$ cat src/rtl/galaksija_tape_pkg.sv
// Shared state encoding and timing constants for the Galaksija cassette record/playback paths.
package galaksija_tape_pkg;

  typedef logic [1:0] tape_state_t;

  localparam tape_state_t ST_IDLE      = 2'd0;
  localparam tape_state_t ST_WAIT_MID  = 2'd1;
  localparam tape_state_t ST_WAIT_SYNC = 2'd2;

  // Decoder thresholds, all in ce ticks.
  localparam int unsigned TAPE_MIN_LOW      = 2;
  localparam int unsigned TAPE_MID_MAX      = 6900;
  localparam int unsigned TAPE_BIT_TIMEOUT  = 16000;
  localparam int unsigned TAPE_IDLE_TIMEOUT = 3072000;

  // Playback pulse spacing, shared with the tape player.
  localparam int unsigned TAPE_PLAY_STEP     = 1151;
  localparam int unsigned TAPE_PLAY_BYTE_GAP = 13000;

  // Bits arrive LSB first, so each new bit enters at the top of the byte.
  function automatic logic [7:0] shift_in(input logic b, input logic [7:0] sh);
    return {b, sh[7:1]};
  endfunction

endpackage

$ cat src/rtl/galaksija_tape_pulse_det.sv
// Registers the cassette level and emits a one-cycle event when a low run reaches MIN_LOW ce ticks.
module galaksija_tape_pulse_det #(
  parameter int unsigned MIN_LOW = 2
) (
  input  logic cpuclk,
  input  logic reset,
  input  logic ce,
  input  logic lvl_in,
  output logic pulse
);

  localparam int unsigned RUN_W = $clog2(MIN_LOW + 1);

  logic             lvl_q, lvl_d;
  logic [RUN_W-1:0] run_q, run_d;
  logic             pulse_q, pulse_d;

  // NOTE: every variable gets a default at the top of always_comb so no path leaves it unassigned (no latch).
  always_comb begin
    lvl_d   = lvl_in;
    run_d   = run_q;
    pulse_d = 1'b0;
    if (lvl_q) begin
      run_d = '0;
    end else if (ce && (run_q != RUN_W'(MIN_LOW))) begin
      run_d   = run_q + RUN_W'(1);
      // Saturating at MIN_LOW keeps a long low run from producing a second event.
      pulse_d = (run_q == RUN_W'(MIN_LOW - 1));
    end
  end

  // NOTE: sequential state uses non-blocking assignments so all flops update from pre-edge values.
  always_ff @(posedge cpuclk or posedge reset) begin
    if (reset) begin
      lvl_q   <= 1'b1;
      run_q   <= '0;
      pulse_q <= 1'b0;
    end else begin
      lvl_q   <= lvl_d;
      run_q   <= run_d;
      pulse_q <= pulse_d;
    end
  end

  assign pulse = pulse_q;

endmodule

$ cat src/rtl/galaksija_tape_recorder.sv
// Cassette SAVE decoder: turns the CPU-driven pulse train into bytes written sequentially to a buffer.
module galaksija_tape_recorder
  import galaksija_tape_pkg::*;
#(
  parameter int unsigned ADDR_W       = 14,
  parameter int unsigned CNT_W        = 22,
  parameter int unsigned MIN_LOW      = TAPE_MIN_LOW,
  parameter int unsigned MID_MAX      = TAPE_MID_MAX,
  parameter int unsigned BIT_TIMEOUT  = TAPE_BIT_TIMEOUT,
  parameter int unsigned IDLE_TIMEOUT = TAPE_IDLE_TIMEOUT
) (
  input  logic              cpuclk,
  input  logic              reset,
  input  logic              ce,
  input  logic              arm,
  input  logic              tape_lvl,
  output logic              wr_en,
  output logic [ADDR_W-1:0] wr_addr,
  output logic [7:0]        wr_data,
  output logic [ADDR_W:0]   byte_count,
  output logic              recording,
  output logic              done,
  output logic              overflow
);

  localparam logic [ADDR_W:0] FULL_CNT = {1'b1, {ADDR_W{1'b0}}};
  localparam logic [ADDR_W:0] ONE_CNT  = {{ADDR_W{1'b0}}, 1'b1};

  logic pulse;

  galaksija_tape_pulse_det #(
    .MIN_LOW (MIN_LOW)
  ) u_pulse_det (
    .cpuclk (cpuclk),
    .reset  (reset),
    .ce     (ce),
    .lvl_in (tape_lvl),
    .pulse  (pulse)
  );

  tape_state_t       state_q, state_d;
  logic [CNT_W-1:0]  cnt_q, cnt_d;
  logic [7:0]        shreg_q, shreg_d;
  logic [2:0]        bitcnt_q, bitcnt_d;
  logic              arm_q, arm_d;
  logic              wr_en_q, wr_en_d;
  logic [ADDR_W-1:0] wr_addr_q, wr_addr_d;
  logic [7:0]        wr_data_q, wr_data_d;
  logic [ADDR_W:0]   byte_count_q, byte_count_d;
  logic              done_q, done_d;
  logic              overflow_q, overflow_d;

  logic commit;
  logic commit_bit;

  always_comb begin
    state_d      = state_q;
    shreg_d      = shreg_q;
    bitcnt_d     = bitcnt_q;
    arm_d        = arm;
    wr_en_d      = 1'b0;
    wr_addr_d    = wr_addr_q;
    wr_data_d    = wr_data_q;
    byte_count_d = byte_count_q;
    done_d       = 1'b0;
    overflow_d   = overflow_q;
    commit       = 1'b0;
    commit_bit   = 1'b0;

    if (pulse) begin
      cnt_d = '0;
    end else if (ce && (cnt_q != {CNT_W{1'b1}})) begin
      cnt_d = cnt_q + CNT_W'(1);
    end else begin
      cnt_d = cnt_q;
    end

    if (!arm) begin
      // Disarmed: drop any partial byte but keep the count and overflow for the upload.
      state_d  = ST_IDLE;
      bitcnt_d = '0;
    end else begin
      if (!arm_q) begin
        byte_count_d = '0;
        overflow_d   = 1'b0;
        bitcnt_d     = '0;
      end
      // A pulse is tested before either timeout, so it wins when both land together.
      case (state_q)
        ST_IDLE: begin
          if (pulse) state_d = ST_WAIT_MID;
        end
        ST_WAIT_MID: begin
          if (pulse) begin
            commit     = 1'b1;
            commit_bit = (cnt_q < CNT_W'(MID_MAX));
            state_d    = commit_bit ? ST_WAIT_SYNC : ST_WAIT_MID;
          end else if (cnt_q == CNT_W'(BIT_TIMEOUT)) begin
            commit  = 1'b1;
            state_d = ST_WAIT_SYNC;
          end
        end
        ST_WAIT_SYNC: begin
          if (pulse) begin
            state_d = ST_WAIT_MID;
          end else if (cnt_q == CNT_W'(IDLE_TIMEOUT)) begin
            bitcnt_d = '0;
            done_d   = 1'b1;
            state_d  = ST_IDLE;
          end
        end
        default: state_d = ST_IDLE;
      endcase
    end

    if (commit) begin
      shreg_d  = shift_in(commit_bit, shreg_q);
      bitcnt_d = bitcnt_q + 3'd1;
      if (bitcnt_q == 3'd7) begin
        if (byte_count_q == FULL_CNT) begin
          overflow_d = 1'b1;
        end else begin
          wr_en_d      = 1'b1;
          wr_data_d    = shreg_d;
          wr_addr_d    = byte_count_q[ADDR_W-1:0];
          byte_count_d = byte_count_q + ONE_CNT;
        end
      end
    end
  end

  always_ff @(posedge cpuclk or posedge reset) begin
    if (reset) begin
      state_q      <= ST_IDLE;
      cnt_q        <= '0;
      shreg_q      <= '0;
      bitcnt_q     <= '0;
      arm_q        <= 1'b0;
      wr_en_q      <= 1'b0;
      wr_addr_q    <= '0;
      wr_data_q    <= '0;
      byte_count_q <= '0;
      done_q       <= 1'b0;
      overflow_q   <= 1'b0;
    end else begin
      state_q      <= state_d;
      cnt_q        <= cnt_d;
      shreg_q      <= shreg_d;
      bitcnt_q     <= bitcnt_d;
      arm_q        <= arm_d;
      wr_en_q      <= wr_en_d;
      wr_addr_q    <= wr_addr_d;
      wr_data_q    <= wr_data_d;
      byte_count_q <= byte_count_d;
      done_q       <= done_d;
      overflow_q   <= overflow_d;
    end
  end

  assign wr_en      = wr_en_q;
  assign wr_addr    = wr_addr_q;
  assign wr_data    = wr_data_q;
  assign byte_count = byte_count_q;
  assign recording  = (state_q != ST_IDLE);
  assign done       = done_q;
  assign overflow   = overflow_q;

endmodule

$ cat config.mk
export PLATFORM = sky130hd
export DESIGN_NAME = galaksija_tape_recorder
export DESIGN_NICKNAME = d
export VERILOG_FILES = /design/src/rtl/galaksija_tape_pkg.sv /design/src/rtl/galaksija_tape_pulse_det.sv /design/src/rtl/galaksija_tape_recorder.sv
export SDC_FILE = /design/constraint.sdc
export NUM_CORES = 1
export LEC_CHECK = 0
export BUFFER_PORTS_ARGS = -buffer_cell sky130_fd_sc_hd__clkbuf_2
export CORE_MARGIN = 3
export CORE_UTILIZATION = 34
export CTS_CLUSTER_SIZE = 25
export DETAILED_ROUTE_END_ITERATION = 10
export PLACE_DENSITY = 0.49
export SLEW_MARGIN = 15
export SYNTH_ARGS = -nofsm -noshare
export SYNTH_HDL_FRONTEND = slang
export SYNTH_SLANG_ARGS = --single-unit
$ cat constraint.sdc
create_clock -name cpuclk -period 5.3 [get_ports cpuclk]
set_clock_uncertainty 0.1 [all_clocks]
set_input_delay 0.265 -clock cpuclk [delete_from_list [all_inputs] [get_ports cpuclk]]
set_output_delay 0.265 -clock cpuclk [all_outputs]
set_load 0.005 [all_outputs]
==> summary.txt <==
Finish
  • Fin area: about 4800 µm²
  • Nets: 459
  • Antenna Cells: 0
  • Synthesis-to-finish area growth: 16.0%
  • Share of layout cells above drive strength 1: between 20% and 30%

Clocking
  • CTS buffer count: 9
  • CTS Sinks: 79
  • Post-CTS Setup Bufs: 0
  • Clock Latency Late Sink: roughly 0.34 ns
  • CTS clk-pin slew, worst paths: 0.06 ns
  • TritonCTS clock tree: yes
  • Resized cells post-CTS: 0
  • CTS Root Cell: clkbuf_16
  • Bufs on Longest Clock Path: 2
  • H-tree Lvls: 3

Global routing
  • Vias in the first global route: about 3200
  • Largest net degree at the start of global routing: 80
  • Total track usage: 15.0%
  • First-pass GRT wire length: 16000 µm
  • Initial antenna violation count: 0
  • Congestion Overflow GR: 0

Synth
  • Most common cell in the netlist: dfrtp_1
  • Post-synth ARST share: 100%
  • Syn avg cell area: between 10 and 15 µm²
  • Count of cell types in the netlist: 57
  • Yosys warns: 0
  • Yosys top cell area share: a little under half
  • Cell area after synthesis: 4120 µm²
  • Number of flops mapped to enable cells by yosys: 0
  • Largest cells by area after synthesis: dfrtp_1 47%, mux2_4 5.8%, nand2_1 4.6%
  • Biggest area consumer among synthesized cells: dfrtp_1
  • Synthesized instance count: 401
  • Post-synth top cells: 78 x dfrtp_1, 50 x nand2_1, 24 x nor2_1, 19 x inv_1, 19 x nand3_1
  • Syn nets: a little over 400
  • #FFs+latches synth: between 70 and 80
  • Seq/Total Area, Yosys: about half
  • Ys flop type: dfrtp_1

Floorplanning
  • Cell Rows: 39
  • Die height: 116 µm
  • Die Wd: 116 µm
  • Die area: ~13000 µm²
  • Core area: around 12000 µm²
  • Starting density of the core: 35.5%
  • I/O pins: 46

Pwr
  • Peak supply drop: 0.000251 V
  • Leakage: 2.22 nW
  • Combinational power share: ~8.3%
  • Sequential Power Share: roughly 47%
  • Int Power: approximately 1.0 mW
  • PwrDens: 296 nW/µm²
  • Sw Ratio: around a quarter
  • Power share of the clock group: about 45%
  • NetSw: roughly 0.37 mW

STA
  • Final setup fails: 0
  • Final Max Slew Viols: 0
  • Relative slew slack: 32.5%
  • Final Critical Period: 2.88 ns
  • Setup_tns: 0 ns
  • Max Freq: 347 MHz
  • Period utilization: between 50% and 60%
  • Final hold vios: 0
  • Worst Tran Pin Value: a little over 1 ns
  • RSZ-0062 raised after global routing: no

Drt
  • DRT Wirelength: 9280 µm
  • Antenna Nets Post-Route: 0
  • Drt first-iter violations: 174
  • DR WL/cell: 15.6 µm
  • Vias: 3171
  • DRC viols: 0
  • Vias per inst: roughly 5.3
  • DRT Pass-1 Iters: 4

Critical path
  • Startpoint Class: flop
  • Worst EP required: 5.42 ns
  • WS Path Type: reg2reg
  • CP Capture Type: flop
  • Maximum fanout along the worst path: 22
  • Crit path arrival time: roughly 3 ns

Job
  • Max_cap viols: 0

Status
  • Status: complete, no violations

Place
  • Gp weighted congestion: 0.803
  • Placed instance area: roughly 4500 µm²
  • DP HPWL: 6400 µm
  • Port Buffers: 45

Hold path
  • Tightest Hold Check Type: in2async
[power groups by stage]
| stage | sequential (mW) | combinational (mW) | clock (mW) |
|---|---|---|---|
| global route | 0.669 | 0.135 | 0.683 |
| CTS | 0.662 | 0.120 | 0.656 |
| detailed placement | 0.674 | 0.118 | 0 |
| floorplan | 0.662 | 0.105 | 0 |
| global placement | 0.670 | 0.117 | 0 |
| finish | 0.663 | 0.118 | 0.633 |
[final cells by class]
cell class / count / area, µm²
Multi-Input combinational cell: 286 / 1970
Inverter: 20 / 76.3
Tap cell: 143 / 179
Fill cell: 1119 / 6840
Sequential cell: 79 / 1980
Clock inverter: 7 / 77.6
Timing Repair Buffer: 50 / 268
Clock buffer: 9 / 225
[cells by family (layout without fill, tap and decap cells)]
group / after synthesis / in the layout / share of synthesized area [%]
AND/OR/NAND/NOR: 179 / 179 / 24.1
flip-flops: 79 / 79 / 48.0
AO/OA/AOI/OAI: 62 / 62 / 10.4
buffers and inverters: 36 / 86 / 4.13
multiplexers: 28 / 28 / 8.99
XOR/XNOR: 9 / 9 / 1.91
adder cells (fa/ha/maj): 8 / 8 / 2.43
[routing by layer]
metal / track usage [%] / wire (µm) / vias to the layer above
met3: 2.92 / 274 / 15
met5: 0 / 0 / -
met1: 19.7 / 4410 / 1540
met4: 6.81 / 208 / 0
li1: - / - / 1554
met2: 24.0 / 4390 / 62
[path summary, 6_finish.rpt]
check	startpoint	endpoint	slack, ns	cells after the start
worst min-delay path	reset	wr_addr[11]	0.12	3
worst min register to register	shreg_q[1]	shreg_q[1]	0.39	2
max in group asynchronous	reset	wr_addr[1]	4.34	3
worst max register to register	cnt_q[0]	wr_addr[10]	2.42	8
worst max-delay path	cnt_q[0]	wr_addr[10]	2.42	8
min in group cpuclk	ce	cnt_q[2]	0.20	3
[stage by stage]
| stage | hold slack (ns) | setup WS (ns) | util, % | power (mW) | instances |
|---|---|---|---|---|---|
| final | 0.121 | 2.42 | 41.1 | 1.41 | 594 |
| after CTS | 0.167 | 2.40 | 41.1 | 1.44 | 594 |
| after global placement | 0.258 | 2.45 | 38.4 | 0.788 | 576 |
| after detailed placement | 0.254 | 2.41 | 38.4 | 0.792 | 576 |
| after global routing | 0.222 | 2.19 | 41.1 | 1.49 | 594 |
| after floorplan | 0.169 | 2.91 | - | 0.767 | 401 |
[sequential cells by signal, summed over array words and instances, names as in the netlist]
register and flops:
arm_q 1, bitcnt_q 3, byte_count 15, cnt_q 22
done 1, overflow 1, shreg_q 7, state_q 2
u_pulse_det.lvl_q 1, u_pulse_det.pulse 1, u_pulse_det.run_q 2, wr_addr 14
wr_data 8, wr_en 1
[layout by cell type (no fill, tap or decap), types with 6 or more instances in the layout]
| cell | instances |
|---|---|
| a21oi_1 | 13 |
| a221o_1 | 6 |
| clkbuf_16 | 9 |
| clkbuf_2 | 45 |
| dfrtp_1 | 78 |
| ha_1 | 8 |
| inv_1 | 18 |
| mux2_4 | 16 |
| nand2_1 | 50 |
| nand3_1 | 19 |
| nor2_1 | 24 |
| nor2b_1 | 6 |
| nor3_1 | 12 |
| nor4_1 | 18 |
| o21ai_0 | 12 |
| o31ai_1 | 9 |
| or4_1 | 11 |
| xnor2_1 | 8 |
[critical path, cell delays in order, from the launching register on]
cell and delay (ns):
dfrtp_1 0.42, inv_1 0.07, ha_1 0.13, or4b_4 0.49, nor4_4 0.34, a21o_4 0.28, nand2_4 0.25, inv_2 0.30
mux2_1 0.36
[what timing repair did]
item / 4_1_cts / 5_1_grt
endpoints found under the hold margin: 2 / 0
endpoints found under the setup margin: 0 / 0
hold buffers: 2 / 0
Note: power is estimated with default switching activity, not from simulation.
